`src/rtl/mips_pkg.sv`:
```
// Shared definitions for the MIPS front end: fetch FSM states, primary opcodes,
// reset PC and the IF/ID pipeline record.
package mips_pkg;

  typedef enum logic [1:0] {
    IDLE  = 2'd0,
    FETCH = 2'd1,
    DRAIN = 2'd2,
    HOLD  = 2'd3
  } fetchStateT;

  localparam logic [5:0] OP_R   = 6'b000000;
  localparam logic [5:0] OP_LW  = 6'b100011;
  localparam logic [5:0] OP_SW  = 6'b101011;
  localparam logic [5:0] OP_BEQ = 6'b000100;
  localparam logic [5:0] OP_J   = 6'b000010;

  localparam logic [31:0] RESET_PC_DEFAULT = 32'h0000_0000;

  typedef struct packed {
    logic [31:0] instr;
    logic [31:0] pc4;
  } ifIdRecT;

endpackage

```
`src/rtl/if_id_reg.sv`:
```
// IF/ID pipeline register with a one-entry skid slot. Flush beats every other
// control; the FSM in fetch_stage asserts at most one of the remaining ones.
module if_id_reg
  import mips_pkg::*;
(
  input  logic    clk,
  input  logic    rst_n,
  input  logic    flush,
  input  logic    load,
  input  logic    skidLoad,
  input  logic    unload,
  input  logic    consume,
  input  ifIdRecT inRec,
  output logic    valid,
  output ifIdRecT rec
);

  ifIdRecT skidRec;
  logic    skidValid;

  always_ff @(posedge clk or negedge rst_n) begin
    if (!rst_n) begin
      rec       <= '0;
      valid     <= 1'b0;
      skidRec   <= '0;
      skidValid <= 1'b0;
    end else if (flush) begin
      valid     <= 1'b0;
      skidValid <= 1'b0;
    end else if (load) begin
      rec   <= inRec;
      valid <= 1'b1;
    end else if (skidLoad) begin
      skidRec   <= inRec;
      skidValid <= 1'b1;
    end else if (unload) begin
      // Skid is only ever popped after having been filled, so it is always live here.
      rec       <= skidRec;
      valid     <= skidValid;
      skidValid <= 1'b0;
    end else if (consume) begin
      valid <= 1'b0;
    end
  end

endmodule

```
`src/rtl/fetch_stage.sv`:
```
// Instruction fetch stage: PC, one-outstanding fetch FSM and redirect handling,
// feeding the IF/ID register that drives the main control decoder.
module fetch_stage
  import mips_pkg::*;
#(
  parameter logic [31:0] RESET_PC = RESET_PC_DEFAULT
) (
  input  logic        clk,
  input  logic        rst_n,
  input  logic        stall,
  input  logic        branch_taken,
  input  logic [31:0] branch_target,
  input  logic        jump_n,
  // Bus handshake: imem_req/imem_addr stay constant until the cycle imem_ack is
  // high; that cycle completes the transfer and imem_rdata is valid only then.
  output logic        imem_req,
  output logic [31:0] imem_addr,
  input  logic        imem_ack,
  input  logic [31:0] imem_rdata,
  output logic        if_id_valid,
  output logic [31:0] if_id_instr,
  output logic [31:0] if_id_pc4,
  output logic [5:0]  op,
  output fetchStateT  dbgState
);

  localparam logic [31:0] PC_INIT = {RESET_PC[31:2], 2'b00};

  fetchStateT  state, stateNext;
  logic [31:0] pc, pcNext, pcPlus4;
  logic [31:0] drainAddr, drainAddrNext;
  logic [31:0] target;
  logic        redirect;
  logic        irFlush, irLoad, irSkidLoad, irUnload, irConsume;
  ifIdRecT     ifIdRec, loadRec;

  assign pcPlus4  = pc + 32'd4;
  assign redirect = if_id_valid & (branch_taken | ~jump_n);
  assign target   = branch_taken ? (branch_target & 32'hFFFF_FFFC)
                                 : {ifIdRec.pc4[31:28], ifIdRec.instr[25:0], 2'b00};
  assign loadRec  = '{instr: imem_rdata, pc4: pcPlus4};

  always_ff @(posedge clk or negedge rst_n) begin
    if (!rst_n) begin
      state     <= IDLE;
      pc        <= PC_INIT;
      drainAddr <= '0;
    end else begin
      state     <= stateNext;
      pc        <= pcNext;
      drainAddr <= drainAddrNext;
    end
  end

  always_comb begin
    stateNext     = state;
    pcNext        = pc;
    drainAddrNext = drainAddr;
    irFlush       = 1'b0;
    irLoad        = 1'b0;
    irSkidLoad    = 1'b0;
    irUnload      = 1'b0;
    irConsume     = 1'b0;
    case (state)
      IDLE: stateNext = FETCH;
      FETCH: begin
        if (redirect) begin
          pcNext  = target;
          irFlush = 1'b1;
          // An unacked request cannot be withdrawn; wait it out in DRAIN.
          if (!imem_ack) begin
            stateNext     = DRAIN;
            drainAddrNext = pc;
          end
        end else if (imem_ack) begin
          pcNext = pcPlus4;
          if (stall && if_id_valid) begin
            irSkidLoad = 1'b1;
            stateNext  = HOLD;
          end else begin
            irLoad = 1'b1;
          end
        end else if (!stall) begin
          irConsume = 1'b1;
        end
      end
      DRAIN: begin
        if (redirect) begin
          pcNext  = target;
          irFlush = 1'b1;
        end
        if (imem_ack) stateNext = FETCH;
      end
      HOLD: begin
        if (redirect) begin
          pcNext    = target;
          irFlush   = 1'b1;
          stateNext = FETCH;
        end else if (!stall) begin
          irUnload  = 1'b1;
          stateNext = FETCH;
        end
      end
      default: stateNext = IDLE;
    endcase
  end

  if_id_reg u_if_id_reg (
    .clk      (clk),
    .rst_n    (rst_n),
    .flush    (irFlush),
    .load     (irLoad),
    .skidLoad (irSkidLoad),
    .unload   (irUnload),
    .consume  (irConsume),
    .inRec    (loadRec),
    .valid    (if_id_valid),
    .rec      (ifIdRec)
  );

  assign imem_req    = (state == FETCH) || (state == DRAIN);
  assign imem_addr   = (state == DRAIN) ? drainAddr : pc;
  assign if_id_instr = ifIdRec.instr;
  assign if_id_pc4   = ifIdRec.pc4;
  assign op          = ifIdRec.instr[31:26];
  assign dbgState    = state;

endmodule

```
`config.mk`:
```
export PLATFORM = sky130hd
export DESIGN_NAME = fetch_stage
export DESIGN_NICKNAME = d
export VERILOG_FILES = /design/src/rtl/mips_pkg.sv /design/src/rtl/if_id_reg.sv /design/src/rtl/fetch_stage.sv
export SDC_FILE = /design/constraint.sdc
export NUM_CORES = 1
export LEC_CHECK = 0
export CORE_ASPECT_RATIO = 1.5
export CORE_UTILIZATION = 55
export CTS_BUF_LIST = sky130_fd_sc_hd__clkbuf_4 sky130_fd_sc_hd__clkbuf_8
export DETAILED_ROUTE_END_ITERATION = 8
export GPL_TIMING_DRIVEN = 0
export PLACE_DENSITY = 0.88
export SLEW_MARGIN = 25
export SYNTH_ARGS = -nofsm -noshare
export SYNTH_HDL_FRONTEND = slang
export SYNTH_SLANG_ARGS = --single-unit
```
`constraint.sdc`:
```
create_clock -name clk -period 2.9 [get_ports clk]
set_input_delay 0.87 -clock clk [delete_from_list [all_inputs] [get_ports clk]]
set_output_delay 0.87 -clock clk [all_outputs]
set_load 0.01 [all_outputs]
```
## Yosys cells after proc, flatten, opt, wreduce, memory -nomap -nowiden

Cells that the tools add are included.

- Word-level logic and storage cells: 86
- Input bits: 70
- Bits in registers: 196
- Output and inout bits: 106

- Mux-type cells: 42
- Add/subtract/negate cells: 1
- Eq/ne operators: 12
- Bitwise operators: 6
- Reductions and logical operators: 16

Operators with widths:

| cell | number |
|---|---|
| 64-bit 2-to-1 mux | 3 |
| 32-bit 2-to-1 mux | 5 |
| 32-bit one-hot mux with 2 select lines | 1 |
| 32-bit by 3-bit adder with 32-bit output (second input constant) | 1 |
| 1-bit 2-to-1 mux | 25 |
| 3-bit inequality test (second input constant) | 5 |
| 2-bit 2-to-1 mux | 7 |
| 3-bit AND reduction | 4 |
| 2-bit one-hot mux with 4 select lines | 1 |
| 2-bit inequality test (second input constant) | 3 |
| 5-bit AND reduction | 1 |
| 2-bit == test (second input constant) | 2 |
| 1-bit inverter | 4 |
| 2-bit AND reduction | 2 |
| 2-bit nonzero test | 2 |
| 4-bit nonzero test | 1 |
| 3-bit nonzero test | 1 |
| 3-bit OR reduction | 1 |
| 2-bit by 1-bit == test with 1-bit output (second input constant) | 1 |
| 2-bit zero test | 1 |
| 2-bit by 1-bit inequality test with 1-bit output (second input constant) | 1 |
| 2-bit OR reduction | 1 |
| 1-bit bitwise AND | 1 |
| 1-bit logical AND | 1 |
| 2 further kinds | 2 |

## Longest topological paths before layout

Gate-level depths: netlist of run 1.

- Depth after elaboration: 10
- Depth in mapped cells: 10
- Depth with buffers taken out: 7

## Cells and area by module

Synthesis of run 1 repeated with hierarchy kept, for this count alone.

- Cells, all modules: 799
- Area total of the unflattened synthesis: 9,953.3 um^2

By module, submodules not included:

| module | area each (um^2) | sequential area each (um^2) | cells each | instances |
|---|---|---|---|---|
| if_id_reg | 5,626.6 | 3,253.1 | 353 | 1 |
| fetch_stage | 4,326.6 | 1,551.5 | 446 | 1 |

## Least setup slack after synthesis of run 1

No wires, ideal clock.

- Kind: register to output
- Start point: register state[0], in the netlist dbgState[0]
- End point: output port imem_addr[10]
- Path buffers: 2
- Stages on the path, launching flop included: 6
- Data required time: 2,030 ps
- Setup slack: 357 ps
- Data arrival time: 1,673 ps
- Cells stage by stage: dfrtp_1 > inv_1 > ha_1 > clkbuf_1 > buf_1 > mux2_2

- Word-level cells in the longest chain between the ends: 2

Ends and longest elaborated chain:

| element | RTL line | text |
|---|---|---|
| from (decl) | fetch_stage.sv:29 | `fetchStateT state, stateNext;` |
| from (signal assigned) | fetch_stage.sv:49 | `state <= stateNext;` |
| 2-bit == test | fetch_stage.sv:122 | `assign imem_addr = (state == DRAIN) ? drainAddr : pc;` |
| 32-bit 2-to-1 mux | fetch_stage.sv:122 |  |
| to (decl) | fetch_stage.sv:17 | `output logic [31:0] imem_addr,` |

Every way passes these cells.

## Final worst setup path of run 1

- Start point: input port branch_taken
- End point: register u_if_id_reg.skidRec[9] (netlist bit)

- Word-level cells in the longest chain between the ends: 6
- Elaborated cells between the ends (all ways): 11
- Those cells by class: mux: 6; bitwise: 4; reduce/logical: 1

Ends and longest elaborated chain:

| element | RTL line | text |
|---|---|---|
| from (decl) | fetch_stage.sv:11 | `input logic branch_taken,` |
| 1-bit bitwise OR * | fetch_stage.sv:38 | `assign redirect = if_id_valid & (branch_taken \| ~jump_n);` |
| 1-bit bitwise AND * | fetch_stage.sv:38 |  |
| 1-bit 2-to-1 mux, on equally long branches | fetch_stage.sv:67, fetch_stage.sv:88, fetch_stage.sv:95 |  |
| 1-bit 2-to-1 mux, on equally long branches | n/a |  |
| 1-bit inverter (no source line) | n/a |  |
| 3-bit AND reduction (no source line) * | n/a |  |
| to (signal assigned) | if_id_reg.sv:34 | `skidRec <= inRec;` |
| to (decl) | if_id_reg.sv:18 | `ifIdRecT skidRec;` |

Every way passes the cells marked *; elsewhere a longest branch is shown, timed or not.
A chain may end at the register's enable or synchronous reset.

==> flow_metrics.tcl, run 1 <==
set metrics [dict create \
    status "finished, final reports clean" \
    grt_max_degree 88 \
    worst_pin_slew_ns 0.8275 \
    ir_drop_mv 0.5581 \
    swShare 0.4016 \
    p_int_mw 8.045 \
    syn_area_sq_um 9510 \
    port_buffers 169 \
    setup_violations 0 \
    h-tree-depth 4 \
    wl_per_cell_microns 20.33 \
    synth_area_leaders "dfrtp_1 (49%), mux2_2 (13%), mux2i_1 (5.2%), o21ai_0 (3.9%), nand2_1 (3.7%)" \
    ant_nets 0 \
    clock_sinks 188 \
    routed_wl_microns 26670 \
    yosysSeqAreaShare 0.4947 \
    hold_viol 0 \
    ioPinCount 176 \
    cp_data_required_time_ns 3.26 \
    cap_violations 0 \
    avgSynthCellArea_sq_um 10.69 \
    rows 58 \
    initial_core_util 0.5649 \
    worstSetupPathType "input pin to register" \
    fin_cells 1312 \
    root_buffer "clkbuf_8" \
    drtIter0Drc 560 \
    p_leak_nw 4.994 \
    rsz0062_at_grt "yes" \
    synth-main-ff-cell "dfrtp_1" \
    insertion_delay_ns 0.47 \
    yosysMostFrequentCell "dfrtp_1" \
    antenna_found_initial 0 \
    syn_inst 890 \
    fin_nets 1164 \
    tns_ns 0 \
    endpoint_kind "register" \
    synth_top_area_cell "dfrtp_1" \
    die_x_microns 109.4 \
    synth_cell_types 55 \
    fin_crit_sh 0.9999 \
    core_area_sq_um 16840 \
    grt_pass1_vias 7986 \
    synth-edff-count 0 \
    power_frac_comb 0.509 \
    crit_arrival_ns 3.26 \
    power_density_nw_per_um2 1114 \
    viasPerCell 6.031 \
    worstHoldPathType "input pin to asynchronous set/reset pin" \
    start_kind "input pin" \
    routed-via-count 7913 \
    yosys-top-cells-count "dfrtp_1 (188), mux2_2 (110), nand2_1 (95)" \
    place_inst 1274 \
    tritoncts "done" \
    grt_first_pass_wirelength_microns 41770 \
    placed_cell_area_sq_um 11540 \
    die_area_sq_um 17830 \
    path_clk_slew_ns 0.10 \
    slew_violations 0 \
    period_minus_slack_ns 2.900 \
    diodes 0 \
    cts_buffers 17 \
    drive_gt1_frac 0.1978 \
    cts_buffer_depth 2 \
    synth.yosys.warnings 0 \
    synth-seq-cells 188 \
    slew_headroom 0.4483 \
    fin_area_sq_um 12070 \
    fin_worst_skew_ns 0.01059 \
    netlist.area_leader.share 0.4947 \
    maxClockFrequency_mhz 344.8 \
    drc_errors 0 \
    gp_congestion 0.9211 \
    die_height_microns 163.1 \
    net-switching-power_mw 5.399 \
    clkPwrFrac 0.136 \
    firstDrtPassIters 7 \
    post-route-util 0.7166 \
    synthArstFlopShare 1.000 \
    seq_power_share 0.356 \
    grt_remaining_overflow 0 \
    worst_hold_slack_ns 0.2168 \
    cp_max_fo 10 \
    area_delta_synth_final_pct 26.86 \
    dp_hpwl_microns 19550 \
    track_usage 0.3112 \
]
-- critical path, cell delays in order --
cell	delay, ns
clkdlybuf4s50_1	0.62
nand2b_2	0.26
nand2_1	0.23
nand4_1	0.36
clkbuf_4	0.32
buf_4	0.24
mux2_2	0.36
-- worst paths after layout --
kind | startpoint | end | slack, ns | cells past startpoint
max reg2reg | pc[2] | u_if_id_reg.skidRec[28] | 0.26 | 6
min | rst_n | u_if_id_reg.rec[62] | 0.22 | 1
max in group asynchronous | rst_n | pc[18] | 1.99 | 2
min in group clk | u_if_id_reg.skidRec[30] | u_if_id_reg.skidRec[30] | 0.49 | 2
max | branch_taken | u_if_id_reg.skidRec[9] | 0.0002 | 7
min reg2reg | u_if_id_reg.skidRec[30] | u_if_id_reg.skidRec[30] | 0.49 | 2
-- metal layers --
metal  GRT usage  up-vias  wire, microns
li1            -     3557              -
met1      0.3612     3859           9826
met2      0.5217      393          13540
met3     0.07223      104           1874
met4      0.1782        0           1432
met5           0        -              0
-- final cells by class --
type                    count  area, sq um
plain buffers              82        432.9
clock buffers              19        255.2
clock inverters            13        157.7
fillers                  1202         4771
inverters                   8        30.03
multi-input cells         613         4442
flip-flops and latches    188         4705
well taps                 210        262.8
repair buffers            179         1780
-- flip-flops by register name (all words and copies together), names as in the netlist --
name and count:
drainAddr 30, u_if_id_reg.skidValid 1, u_if_id_reg.valid 1, u_if_id_reg.skidRec 62
dbgState 2, pc 30, u_if_id_reg.rec 62
-- timing repair --
| action | in CTS | in global routing |
|---|---|---|
| hold buffers | 0 | 0 |
| pin swaps | 1 | 1 |
| endpoints found under the setup margin | 159 | 21 |
| gates resized for setup | 69 | 7 |
| endpoints found under the hold margin | 0 | 0 |
| cloned | 0 | 0 |
| buffers inserted | 4 | 4 |
-- power by group through the flow --
stage	combinational (mW)	clock (mW)	sequential [mW]
final	6.84	1.82	4.78
after global routing	7.36	1.94	4.91
after CTS	6.78	1.83	4.75
after detailed placement	6.81	0	4.80
after global placement	6.58	0	4.73
after floorplan	3.94	0	4.75
-- through the flow --
stage	power (mW)	setup slack, ns
CTS	13.36	0.0001026
finish	13.44	0.0001710
global placement	11.30	-6.743
floorplan	8.687	0.3570
global route	14.21	-0.007832
detailed placement	11.61	-1.115
-- cells in the final DEF (no fill, tap or decap), types with 13 or more instances in the layout --
| cell type | instances |
|---|---|
| nand2_1 | 95 |
| xnor2_1 | 17 |
| buf_4 | 24 |
| dfrtp_1 | 188 |
| buf_2 | 13 |
| nor2_1 | 16 |
| a211oi_1 | 31 |
| mux2i_1 | 49 |
| nor2b_1 | 32 |
| mux2_2 | 110 |
| clkbuf_8 | 18 |
| clkdlybuf4s50_1 | 138 |
| a21oi_1 | 41 |
| o21ai_0 | 74 |
| dlygate4sd2_1 | 28 |
| clkbuf_1 | 33 |
-- kinds of logic after synthesis --
group           synth area share
compound gates            0.1405
xor+xnor                 0.02579
fa+ha+maj               0.006578
buf+inv                  0.04355
flops                     0.4947
mux                       0.1818
other cells            0.0003943
simple gates              0.1067
Power figures use the tool's default switching activity.
==> inputs of run 2 (changes only) <==
CAP_MARGIN = 20   (was not set)
==> results of run 2 <==
Same layout as run 1: the final DEF is identical, and so are final timing and power.
